**src/rtl/jpeg_qnr_pkg.sv**
```systemverilog
// Shared widths, rounding/saturation constants and the default reciprocal
// quantizer table for the JPEG quantize-and-round stage.
package jpeg_qnr_pkg;

  localparam int DIN_W          = 12;
  localparam int DOUT_W         = 11;
  localparam int RECIP_W        = 16;
  localparam int PROD_W         = DIN_W + 1 + RECIP_W;
  localparam int Q_W            = PROD_W - 16;
  localparam int JPEG_QNR_ROUND = 32768;
  localparam int DOUT_MAX       = 1023;
  localparam int DOUT_MIN       = -1024;

  typedef logic [5:0] coef_idx_t;

  // round(65535/Q) of the quality-50 luminance table, listed in zigzag order
  localparam logic [RECIP_W-1:0] JPEG_QNR_DEFAULT_RECIP [64] = '{
    16'd4096, 16'd5958, 16'd5461, 16'd4681, 16'd5461, 16'd6554, 16'd4096, 16'd4681,
    16'd5041, 16'd4681, 16'd3641, 16'd3855, 16'd4096, 16'd3449, 16'd2731, 16'd1638,
    16'd2521, 16'd2731, 16'd2979, 16'd2979, 16'd2731, 16'd1337, 16'd1872, 16'd1771,
    16'd2260, 16'd1638, 16'd1130, 16'd1285, 16'd1074, 16'd1092, 16'd1150, 16'd1285,
    16'd1170, 16'd1192, 16'd1024, 16'd910,  16'd712,  16'd840,  16'd1024, 16'd964,
    16'd753,  16'd950,  16'd1192, 16'd1170, 16'd819,  16'd601,  16'd809,  16'd753,
    16'd690,  16'd669,  16'd636,  16'd630,  16'd636,  16'd1057, 16'd851,  16'd580,
    16'd542,  16'd585,  16'd655,  16'd546,  16'd712,  16'd649,  16'd636,  16'd662
  };

endpackage

```
**src/rtl/jpeg_qnr_recip_tbl.sv**
```systemverilog
// 64-entry reciprocal quantizer table with registered read.
// JPEG_QNR_QT_LOAD_EN adds a write port; otherwise the table is the default constant.
module jpeg_qnr_recip_tbl
  import jpeg_qnr_pkg::*;
(
  input  logic               clk,
  input  logic               re,
  input  coef_idx_t          raddr,
  output logic [RECIP_W-1:0] rdata
`ifdef JPEG_QNR_QT_LOAD_EN
  ,
  input  logic               we,
  input  coef_idx_t          waddr,
  input  logic [RECIP_W-1:0] wdata
`endif
);

`ifdef JPEG_QNR_QT_LOAD_EN
  // Power-up contents are the default table; reset never rewrites them.
  logic [RECIP_W-1:0] mem [64] = JPEG_QNR_DEFAULT_RECIP;

  // Write lands on the edge; a same-cycle read of that address sees the old value.
  always_ff @(posedge clk) begin
    if (we) begin
      mem[waddr] <= wdata;
    end
    if (re) begin
      rdata <= mem[raddr];
    end
  end
`else
  // Constant table lookup, held while the pipeline is stalled.
  always_ff @(posedge clk) begin
    if (re) begin
      rdata <= JPEG_QNR_DEFAULT_RECIP[raddr];
    end
  end
`endif

endmodule

```
**src/rtl/jpeg_qnr_stage.sv**
```systemverilog
// Three-stage quantize / round-half-away / saturate pipeline for zigzag DCT coefficients.
// Optional runtime table loading is enabled with JPEG_QNR_QT_LOAD_EN.
module jpeg_qnr_stage
  import jpeg_qnr_pkg::*;
(
  input  logic              clk,
  input  logic              rst,
  input  logic [DIN_W-1:0]  din,
  input  logic              din_valid,
  input  logic              din_sob,
  output logic              din_ready,
  output logic [DOUT_W-1:0] dout,
  output logic              dout_valid,
  output logic              dout_sob,
  output logic              dout_eob,
  input  logic              dout_ready,
  output logic              sat_flag
`ifdef JPEG_QNR_QT_LOAD_EN
  ,
  input  logic               qt_we,
  input  coef_idx_t          qt_addr,
  input  logic [RECIP_W-1:0] qt_data
`endif
);

  logic               adv;
  logic               fire;
  coef_idx_t          cnt;
  coef_idx_t          idx_in;
  logic               v1;
  logic [DIN_W-1:0]   din1;
  coef_idx_t          idx1;
  logic [RECIP_W-1:0] recip1;
  logic               v2;
  logic               sign2;
  coef_idx_t          idx2;
  logic [PROD_W-1:0]  prod2;
  logic [DIN_W:0]     mag;
  logic [Q_W-1:0]     q;
  logic [DOUT_W-1:0]  dout_n;
  logic               sat_n;

  // Handshake and beat index; din_sob forces index 0 wherever it appears.
  always_comb begin
    adv       = !dout_valid || dout_ready;
    din_ready = adv;
    fire      = din_valid && adv;
    idx_in    = din_sob ? 6'd0 : cnt;
  end

  jpeg_qnr_recip_tbl u_tbl (
    .clk   (clk),
    .re    (adv),
    .raddr (idx_in),
    .rdata (recip1)
`ifdef JPEG_QNR_QT_LOAD_EN
    ,
    .we    (qt_we),
    .waddr (qt_addr),
    .wdata (qt_data)
`endif
  );

  // Magnitude is one bit wider than din so -2048 maps to +2048.
  always_comb begin
    mag = din1[DIN_W-1] ? ((DIN_W+1)'(0) - {din1[DIN_W-1], din1}) : {1'b0, din1};
  end

  // Round the magnitude, then clip asymmetrically to the signed output range.
  always_comb begin
    q      = Q_W'((prod2 + PROD_W'(JPEG_QNR_ROUND)) >> 16);
    sat_n  = 1'b0;
    dout_n = q[DOUT_W-1:0];
    if (!sign2 && (q > Q_W'(DOUT_MAX))) begin
      dout_n = DOUT_W'(DOUT_MAX);
      sat_n  = 1'b1;
    end else if (sign2 && (q > Q_W'(-DOUT_MIN))) begin
      dout_n = DOUT_W'(DOUT_MIN);
      sat_n  = 1'b1;
    end else if (sign2) begin
      dout_n = DOUT_W'(0) - q[DOUT_W-1:0];
    end else begin
      dout_n = q[DOUT_W-1:0];
    end
  end

  // All stages shift together on adv; reset drops in-flight beats and restarts the index.
  always_ff @(posedge clk) begin
    if (rst) begin
      cnt        <= 6'd0;
      v1         <= 1'b0;
      v2         <= 1'b0;
      dout_valid <= 1'b0;
      dout       <= '0;
      dout_sob   <= 1'b0;
      dout_eob   <= 1'b0;
      sat_flag   <= 1'b0;
    end else begin
      if (fire) begin
        cnt <= idx_in + 6'd1;
      end
      if (adv) begin
        v1         <= din_valid;
        din1       <= din;
        idx1       <= idx_in;
        v2         <= v1;
        sign2      <= din1[DIN_W-1];
        prod2      <= PROD_W'(mag) * PROD_W'(recip1);
        idx2       <= idx1;
        dout_valid <= v2;
        dout       <= dout_n;
        dout_sob   <= v2 && (idx2 == 6'd0);
        dout_eob   <= v2 && (idx2 == 6'd63);
        sat_flag   <= v2 && sat_n;
      end
    end
  end

endmodule

```
**config.mk**
```make
export PLATFORM = sky130hd
export DESIGN_NAME = jpeg_qnr_stage
export DESIGN_NICKNAME = d
export VERILOG_FILES = /design/src/rtl/jpeg_qnr_pkg.sv /design/src/rtl/jpeg_qnr_recip_tbl.sv /design/src/rtl/jpeg_qnr_stage.sv
export SDC_FILE = /design/constraint.sdc
export NUM_CORES = 1
export LEC_CHECK = 0
export ABC_AREA = 1
export CELL_PAD_IN_SITES_DETAIL_PLACEMENT = 0
export CELL_PAD_IN_SITES_GLOBAL_PLACEMENT = 1
export CORE_MARGIN = 2
export CORE_UTILIZATION = 40
export DETAILED_ROUTE_END_ITERATION = 8
export PLACE_DENSITY = 0.76
export SYNTH_ARGS = -nofsm -noshare
export SYNTH_HDL_FRONTEND = slang
export SYNTH_SLANG_ARGS = --single-unit
```
**constraint.sdc**
```tcl
create_clock -name clk -period 12.8 [get_ports clk]
set_clock_uncertainty 0.2 [all_clocks]
set_input_delay 2.56 -clock clk [delete_from_list [all_inputs] [get_ports clk]]
set_output_delay 2.56 -clock clk [all_outputs]
set_load 0.05 [all_outputs]
```
==> Yosys cells after proc, flatten, opt, wreduce, memory -nomap -nowiden <==
Memories as Yosys holds them, arrays and structs flattened. A register that Yosys moved wholly into a read port is not among the register bits.
Index checks and enable logic that the tools add are counted.
{ "word_totals": {"latch_bits": 0, "ramBits": 0, "romBits": 1024, "output_inout_bits": 16, "memories": 1, "regBits": 77} }
{ "classes": {"bitwise_logic": 2, "div": 0, "muxes": 7, "n_mul": 1, "shifts": 0, "add_sub_neg": 4, "n_eq_ne": 1, "n_lt_le_gt_ge": 2, "reduce_logical": 11} }
{ "memory_table": {"columns": ["name", "words", "word_bits", "rd", "rd_ports_with_merged_regs", "write_ports", "line", "rtl"], "rows": [
  ["(no name shown)", 64, 16, 1, 1, 0, "jpeg_qnr_recip_tbl.sv:35", "rdata <= JPEG_QNR_DEFAULT_RECIP[raddr];"]
]} }
{ "op_table": {"columns": ["operator", "n"], "rows": [
  ["2-to-1 mux 11 bit", 3],
  ["adder 29 x 16 -> 29 bit, second input constant", 1],
  ["multiplier 13 x 16 -> 29 bit", 1],
  ["greater-than comparator 13 x 10 -> 1 bit, second input constant", 1],
  ["greater-than comparator 13 x 11 -> 1 bit, second input constant", 1],
  ["2-to-1 mux 13 bit", 1],
  ["subtractor 1 x 12 -> 13 bit, first input constant", 1],
  ["subtractor 1 x 11 -> 11 bit, first input constant", 1],
  ["inverter 6 -> 7 bit", 1],
  ["adder 6 x 1 -> 6 bit, second input constant", 1],
  ["== test 6 bit, second input constant", 1],
  ["logical AND 1 bit", 6],
  ["zero test 6 bit", 1],
  ["2-to-1 mux 6 bit", 1],
  ["zero test 1 bit", 2],
  ["2-to-1 mux 1 bit", 2],
  ["AND reduction 2 bit", 1],
  ["logical OR 1 bit", 1],
  ["inverter 1 bit", 1]
]} }

==> Longest topological paths before layout <==
Gate-level depths: netlist (run 1).
{ "logic_depth": {"word_depth": 6, "depth_mapped": 31, "ltp_nobuf": 31} }

==> Modules after synthesis <==
A second synthesis (run 1) with hierarchy kept.
{ "hier_totals": {"hier_cells": 1509, "area_unflattened_um2": 11454.7} }
{ "by_module_without_submodules": {"columns": ["mod", "instances", "cells_per_inst", "area_per_inst_um2"], "rows": [
  ["jpeg_qnr_stage", 1, 1240, 9740.6],
  ["jpeg_qnr_recip_tbl", 1, 269, 1714.1]
]} }

==> Worst setup path before layout (run 1) <==
Ideal clock, no wire load.
{ "synth_path": {"kind": "input to output", "startpoint": "in dout_ready", "endpoint": "out din_ready", "path_slack_ps": 6787, "required_time_ps": 10040, "arrival_ps": 3253, "path_buffers": 1, "path_stages": 3, "path_cell_list": "nor2_1 > inv_1 > buf_2"} }
{ "synth_via": {"elab_chain_len": 1} }
{ "synth_lines": {"columns": ["item", "line", "rtl"], "rows": [
  ["from (decl)", "jpeg_qnr_stage.sv:16", "input logic dout_ready,"],
  ["logical OR 1 bit", "jpeg_qnr_stage.sv:45", "adv = !dout_valid || dout_ready;"],
  ["to (decl)", "jpeg_qnr_stage.sv:11", "output logic din_ready,"]
]} }
Every way passes these cells.

==> Final worst setup path (run 1) <==
Ends and elaborated chain as after synthesis.

==> impl_results.md, run 1 <==
- Worst-Skew Late Latency: roughly 0.33 ns
- Critical Path AT: between 4 and 5 ns
- Slew Viols, Final: 0
- DR pass1 iterations: 5
- Nets: between 1500 and 2000
- Post-CTS Hold Buffers: 0
- Synthesized area: about 0.01 mm²
- CP most frequent cell: clkdlybuf4s50_1
- Post-synth EDFFs: 51
- Pwr per Cell Area: 157 mW/mm²
- Min-delay src: idx1[3]
- IO Pins: 33
- Worst reg2reg path depth: 27
- Final HPWL DP: roughly 22000 µm
- Main synth FF type: edfxtp_1
- Avg Vias per Cell: roughly 5.0
- Synth Area in Compound Gates: 0.0889
- FF+latch count, synth: 74
- DRC Markers: 0
- Final WS setup: about 5.2 ns
- Max_cap viols: 0
- Clock Path Buffers: 2
- Peak Freq: approximately 130 MHz
- CP Class: input port to output pin
- Startpoint Class: input port
- Most frequent cell after synthesis: nand2_1
- Synth Area in Simple Gates: 0.237
- Critical path depth in cells: 4
- Post-Synthesis Cells: 1331
- Post-layout min period: 7.65 ns
- Synth area leader: fa_1
- Post-Synth XOR/XNOR Area: 0.0129
- Routed WL per cell: roughly 15 µm
- Max stage delay on crit path: about 0.97 ns
- Syn Area/Cell: around 7.5 µm²
- Pleak: roughly 5.5 nW
- DRT iter0 DRCs: slightly above 500
- FP Rows: 58
- Die ar.: 0.0264 mm²
- Post-synthesis sequential area ratio: 0.198
- Synth-to-Final Area Change: 9.66%
- Distinct cells, synth: 54
- Root buf cell: clkbuf_16
- Final Hold Vio Count: 0
- GRT overflow: 0
- Synth area leaders: fa_1 24%, edfxtp_1 15%, nand2_1 12%
- CP delay by family, top: buffers and inverters
- Hold Path Depth: 0
- Setup Fix Bufs, Post-CTS: 0
- CTS Buf Count: 9
- # H-tree levels: 3
- Post-route ant nets: 0
- Vias in the first global route: about 8500
- Worst path slowest cell: clkdlybuf4s50_1
- Critical Path Fanout Max: 31
- Reg2reg setup slack: ~5.7 ns
- Worst hold-check path type: register to register
- CTS Sinks: 74
- DRT Wirelength: ~26000 µm
- Setup violators final: 0
- Mux cell area share after synthesis: 0
- Placed Cells: between 1500 and 2000
- Die W: between 150 and 200 µm
- Area share of fa/ha/maj cells after synthesis: 0.346
- VDD IR max: 81.0 µV
- GRT Util Overall: 0.207
- Max_slew headroom: 0.292
- Fin cells: about 1700
- Final period util: 0.597
- WP buf/inv: 3
- Core footprint: 0.0249 mm²
- Setup TNS: 0 ns
- CP Cell Sequence: clkdlybuf4s50_1 -> nor2_1 -> inv_1 -> clkdlybuf4s50_1
- Diode count: 0
- Synth async-reset ratio: 0
- Top post-synthesis cells by count: 334 x nand2_1, 273 x inv_1, 140 x nor2_1
- Die H: roughly 160 µm
- WP data required: between 10 and 15 ns
- Post-cts sizing count: 0
- Worst Setup End Kind: output pin
- Hold Path End: idx2[3]
- Pin count of the biggest net entering global routing: 36
- TritonCTS clock tree: yes
- YS warnings: 0
- Measured slew at the worst slew-check pin: roughly 1.1 ns
- GPL Wtd Cong: between 0.9 and 1
- Share of cells above drive strength 1: 0.0367
- Vias: ~8400
- Clock-pin slew on the worst setup and hold paths: 0.06 ns
- Initial antenna violation count: 0
- RSZ-0062 raised after global routing: no
- PortBufs: 32
- Initial core utilization: 0.404
- First-pass GRT wire length: about 43000 µm
- Status: finished clean
- R2R Path Start: din1[0]
- Terminus of the critical flop-to-flop path: prod2[26]
- Main combinational cell family by area after synthesis: adder cells
- Top-area cell type share of the netlist area: 0.241
- Pre-CTS setup slack: roughly 5 ns
-- placed cells by master, fill, tap and decap left out, drive strengths merged, types with 2 or more instances in the layout --
| master | Yosys | layout |
|---|---|---|
| o21bai | 3 | 3 |
| o21ai | 64 | 64 |
| nand3 | 53 | 53 |
| o31ai | 2 | 2 |
| nand4 | 8 | 8 |
| clkinv | 0 | 2 |
| nor2 | 148 | 148 |
| nor3 | 11 | 11 |
| o211ai | 7 | 7 |
| nand3b | 3 | 3 |
| nor4 | 6 | 6 |
| or2 | 4 | 4 |
| o22ai | 3 | 3 |
| o311ai | 3 | 3 |
| conb | 2 | 14 |
| a21oi | 52 | 52 |
| a211oi | 2 | 2 |
| xor2 | 14 | 14 |
| fa | 121 | 121 |
| o21a | 3 | 3 |
| clkdlybuf4s50 | 0 | 32 |
| dfxtp | 23 | 23 |
| o221ai | 2 | 2 |
| clkbuf | 17 | 10 |
| a31oi | 5 | 5 |
| ha | 84 | 84 |
| nand2 | 340 | 340 |
| edfxtp | 51 | 51 |
| inv | 279 | 281 |
-- worst reg2reg max path: cells and delay by family (launching register included) --
kind,cells,cell delay (ns)
adders and majority gates,7,3.13
and+or+nand+nor,11,1.43
AOI/OAI and AO/OA,4,0.79
DFF,1,0.70
buffers and inverters,5,0.60
-- how the worst max path moves through the flow --
stage	from	endpoint	slack, ns
after floorplan	dout_ready	din_ready	6.79
after global placement	dout_ready	din_ready	5.16
after detailed placement	dout_ready	din_ready	5.15
after CTS	dout_ready	din_ready	5.14
after global routing	dout_ready	din_ready	5.00
final	dout_ready	din_ready	5.15
-- area by class of cell --
| cell class | count | area (µm²) |
|---|---|---|
| sequential | 74 | 1990 |
| clock buffer | 10 | 239 |
| inverter | 279 | 1050 |
| multi-input combinational | 962 | 6940 |
| timing repair buffer | 33 | 328 |
| fill | 2549 | 13900 |
| clock inverter | 6 | 63.8 |
| tap | 330 | 413 |
-- through the flow --
stage / hold WS, ns / power [W] / util / cell area, µm²
floorplan: 0.200 / 0.00119 / - / 10100
global placement: 0.201 / 0.00149 / 0.431 / 10700
detailed placement: 0.205 / 0.00149 / 0.431 / 10700
CTS: 0.215 / 0.00176 / 0.443 / 11000
global route: 0.221 / 0.00194 / 0.443 / 11000
finish: 0.211 / 0.00174 / 0.443 / 11000
-- sequential cells by signal (all words and copies together), names as in the netlist, 6 cells and up --
name and flops:
cnt 6, din1 12, idx2 6, u_tbl.rdata 13
dout 11, idx1 6, prod2 13
-- kinds of logic after synthesis --
kind of cell / Yosys count
AOI/OAI and AO/OA: 154
and+or+nand+nor: 575
xor gates and xnor gates: 14
other: 2
buffers and inverters: 307
adders and majority gates: 205
DFF: 74
-- report_power, final --
part	internal (W)	switching [W]	leakage [nW]
combinational	0.000390	0.000726	4.65
sequential	0.000320	0.0000461	0.715
clock	0.000156	0.0000959	0.147
-- layer usage --
layer,GRT usage,vias to the layer above,wire length [µm]
met5,0,-,0
met4,0.0491,0,492
met3,0.0250,34,1080
met2,0.354,171,12500
met1,0.280,4035,12000
li1,-,4175,-
No activity file was read; power rests on OpenSTA's default activity.
==> inputs of run 2 (changes only) <==
--- a/config.mk
+++ b/config.mk
@@ -11,7 +11,7 @@
 export CORE_MARGIN = 2
 export CORE_UTILIZATION = 40
 export DETAILED_ROUTE_END_ITERATION = 8
-export PLACE_DENSITY = 0.76
+export PLACE_DENSITY = 0.79
 export SYNTH_ARGS = -nofsm -noshare
 export SYNTH_HDL_FRONTEND = slang
 export SYNTH_SLANG_ARGS = --single-unit
==> constraint.sdc (replaced) <==
create_clock -name clk -period 6.6 [get_ports clk]
set_clock_uncertainty 0.2 [all_clocks]
set_input_delay 1.32 -clock clk [delete_from_list [all_inputs] [get_ports clk]]
set_output_delay 1.32 -clock clk [all_outputs]
set_load 0.05 [all_outputs]
==> run 2 against run 1 <==
  * Power increased by 99%
  * Sequential power increased by 94%
  * Core utilization increased by 0.60 points
  * Cell area increased by 1.4%
  * Die area unchanged
  * Flip-flop and latch count unchanged
  * Non-clock buffer count increased by 10
  * First-iteration DRC count increased by 1.6%
  * Hold slack got worse by 0.00050 ns
  * Largest power group unchanged
==> impl_results.md, run 2 (synthesized netlist as in run 1, its figures left out) <==
- Status: finished clean (unchanged)
- Final core occ: 0.449 (was 0.443)
- Worst-Skew Late Latency: 0.34 ns (was 0.33 ns)
- Most common cell after layout, fill and taps aside: nand2_1 (unchanged)
- GRT Util Overall: 0.213 (was 0.207)
- Post-layout min period: 6.21 ns
- IO Pins: 33 (unchanged)
- Final Hold Vio Count: 0 (unchanged)
- Hold Path Depth: 0 (unchanged)
- DRT iter0 DRCs: 512 (was 504)
- Initial antenna violation count: 0 (unchanged)
- Fill cells: 2535 (was 2549)
- Vias in the first global route: 8499 (was 8534)
- Critical Path AT: 6.10 ns (was 4.89 ns)
- Pin count of the biggest net entering global routing: 42 (was 36)
- Setup Fix Bufs, Post-CTS: 0 (unchanged)
- Sw frac: 0.501 (was 0.500)
- DRT Wirelength: 26700 µm (was 26100 µm)
- Final HPWL DP: 22200 µm (was 21500 µm)
- WP data required: 6.49 ns (was 10.04 ns)
- P_int: 0.00172 W (was 0.000867 W)
- Peak Freq: between 150 and 200 MHz
- Hold WS: 0.210 ns (was 0.211 ns)
- Die H: 162 µm (unchanged)
- # H-tree levels: 3 (unchanged)
- Reg2reg setup slack: 0.39 ns (was 5.70 ns)
- Initial core utilization: 0.404 (unchanged)
- Clock Path Buffers: 2 (unchanged)
- First-pass GRT wire length: 44400 µm (was 43300 µm)
- Clock share of power: 0.155 (was 0.145)
- Top flop regs: prod2: 13 flops, u_tbl.rdata: 13 flops, din1: 12 flops (unchanged)
- NetSw: 0.00173 W (was 0.000869 W)
- Max_cap viols: 0 (unchanged)
- Final WS setup: 0.392 ns (was 5.15 ns)
- GPL Wtd Cong: 0.952 (was 0.966)
- Max_slew headroom: 0.490 (was 0.292)
- Root buf cell: clkbuf_16 (unchanged)
- Die W: 162 µm (unchanged)
- Final period util: 0.941
- Pleak: 5.58 nW (was 5.51 nW)
- Post-cts sizing count: 0 (unchanged)
- Critical Path Fanout Max: 8 (was 31)
- Max stage delay on crit path: 0.55 ns (was 0.97 ns)
- Diode count: 0 (unchanged)
- Setup TNS: 0 ns (unchanged)
- Measured slew at the worst slew-check pin: 0.764 ns (was 1.06 ns)
- Worst Setup End Kind: register (was output pin)
- Most frequent cells in the layout: 332 x nand2_1, 270 x inv_1, 139 x nor2_1, 121 x fa_1, 83 x ha_1 (was 334 x nand2_1, 273 x inv_1, 139 x nor2_1, 121 x fa_1, 84 x ha_1)
- Pwr per Cell Area: 309 mW/mm² (was 157 mW/mm²)
- Vias: 8512 (was 8415)
- Worst reg2reg path depth: 27 (unchanged)
- Synth-to-Final Area Change: 11.1% (was 9.66%)
- GRT overflow: 0 (unchanged)
- Pre-CTS setup slack: 0.168 ns (was 5.15 ns)
- DRC Markers: 0 (unchanged)
- Comb pwr share: 0.639 (was 0.644)
- DR pass1 iterations: 5 (unchanged)
- FP Rows: 58 (unchanged)
- PortBufs: 32 (unchanged)
- CP most frequent cell: nand2_1 (was clkdlybuf4s50_1)
- Post-CTS Hold Buffers: 0 (unchanged)
- Slew Viols, Final: 0 (unchanged)
- TritonCTS clock tree: yes (unchanged)
- Clock-pin slew on the worst setup and hold paths: 0.06 ns (about the same)
- Nets: 1591 (was 1581)
- Share of cells above drive strength 1: 0.0553 (was 0.0367)
- Sequential share of power: 0.206 (was 0.211)
- Startpoint Class: register (was input port)
- Final Power: 0.00345 W (was 0.00174 W)
- VDD IR max: 143 µV (was 81.0 µV)
- CP Class: register to register (was input port to output pin)
- Worst hold-check path type: register to register (unchanged)
- Setup violators final: 0 (unchanged)
- Post-route ant nets: 0 (unchanged)
- Worst path slowest cell: fa_1 (was clkdlybuf4s50_1)
- CTS Buf Count: 9 (unchanged)
- Routed WL per cell: 15.7 µm (was 15.4 µm)
- Core footprint: 0.0249 mm² (unchanged)
- Die ar.: 0.0264 mm² (unchanged)
- CTS Sinks: 74 (unchanged)
- Avg Vias per Cell: 5.00 (was 4.97)
==> run 2: cell types whose count changed in the layout (fill, tap and decap cells not counted), moves of 2 or more <==
cell and change:
a21oi_1 -3, a21oi_2 +3, buf_4 +10, inv_1 -3
inv_2 +3, nand2_1 -2, nand2_2 +2, nor3_1 -2
nor3_2 +2, o21ai_0 -2, o21ai_2 +2
==> run 2: worst max-delay path: cells and delay by family (launching register included) <==
kind / cells / cell delay (ns)
flops: 1 / 0.38
fa+ha+maj: 7 / 3.10
simple gates: 13 / 1.79
xor+xnor: 1 / 0.07
buf+inv: 6 / 0.41
==> run 2: cell type report <==
class                   instances  area [µm²]  share of cell area
clock buffers                  11         264              0.0236
repair buffers                 43         403              0.0361
multi-input cells             962        6980               0.625
well taps                     330         413              0.0370
inverters                     279        1050              0.0938
flip-flops and latches         74        1990               0.178
clock inverters                 5        65.1             0.00583
==> run 2: power groups by stage <==
stage          registers (W)  clock network, W  logic (W)
4_1_cts             0.000711          0.000548    0.00217
2_1_floorplan       0.000736                 0    0.00158
3_3_place_gp        0.000718                 0    0.00214
5_1_grt             0.000720          0.000566    0.00255
3_5_place_dp        0.000720                 0    0.00215
6_report            0.000710          0.000536    0.00221
==> run 2: stage by stage <==
step                std cells  area, µm²
floorplan                1343      10100
global placement         1688      10800
detailed placement       1688      10800
CTS                      1704      11100
global route             1704      11200
finish                   1704      11200
==> run 2: worst paths after layout <==
check,start,end
setup / recovery,din1[0],prod2[19]
hold / removal,idx1[3],idx2[3]
setup reg to reg,din1[0],prod2[19]
hold reg to reg,idx1[3],idx2[3]
==> run 2: metal layers <==
metal | track usage | vias to the layer above | routed length (µm)
met2 | 0.349 | 232 | 12400
met4 | 0.0615 | 0 | 695
met5 | 0 | - | 0
met1 | 0.296 | 4023 | 12400
li1 | - | 4205 | -
met3 | 0.0288 | 52 | 1320
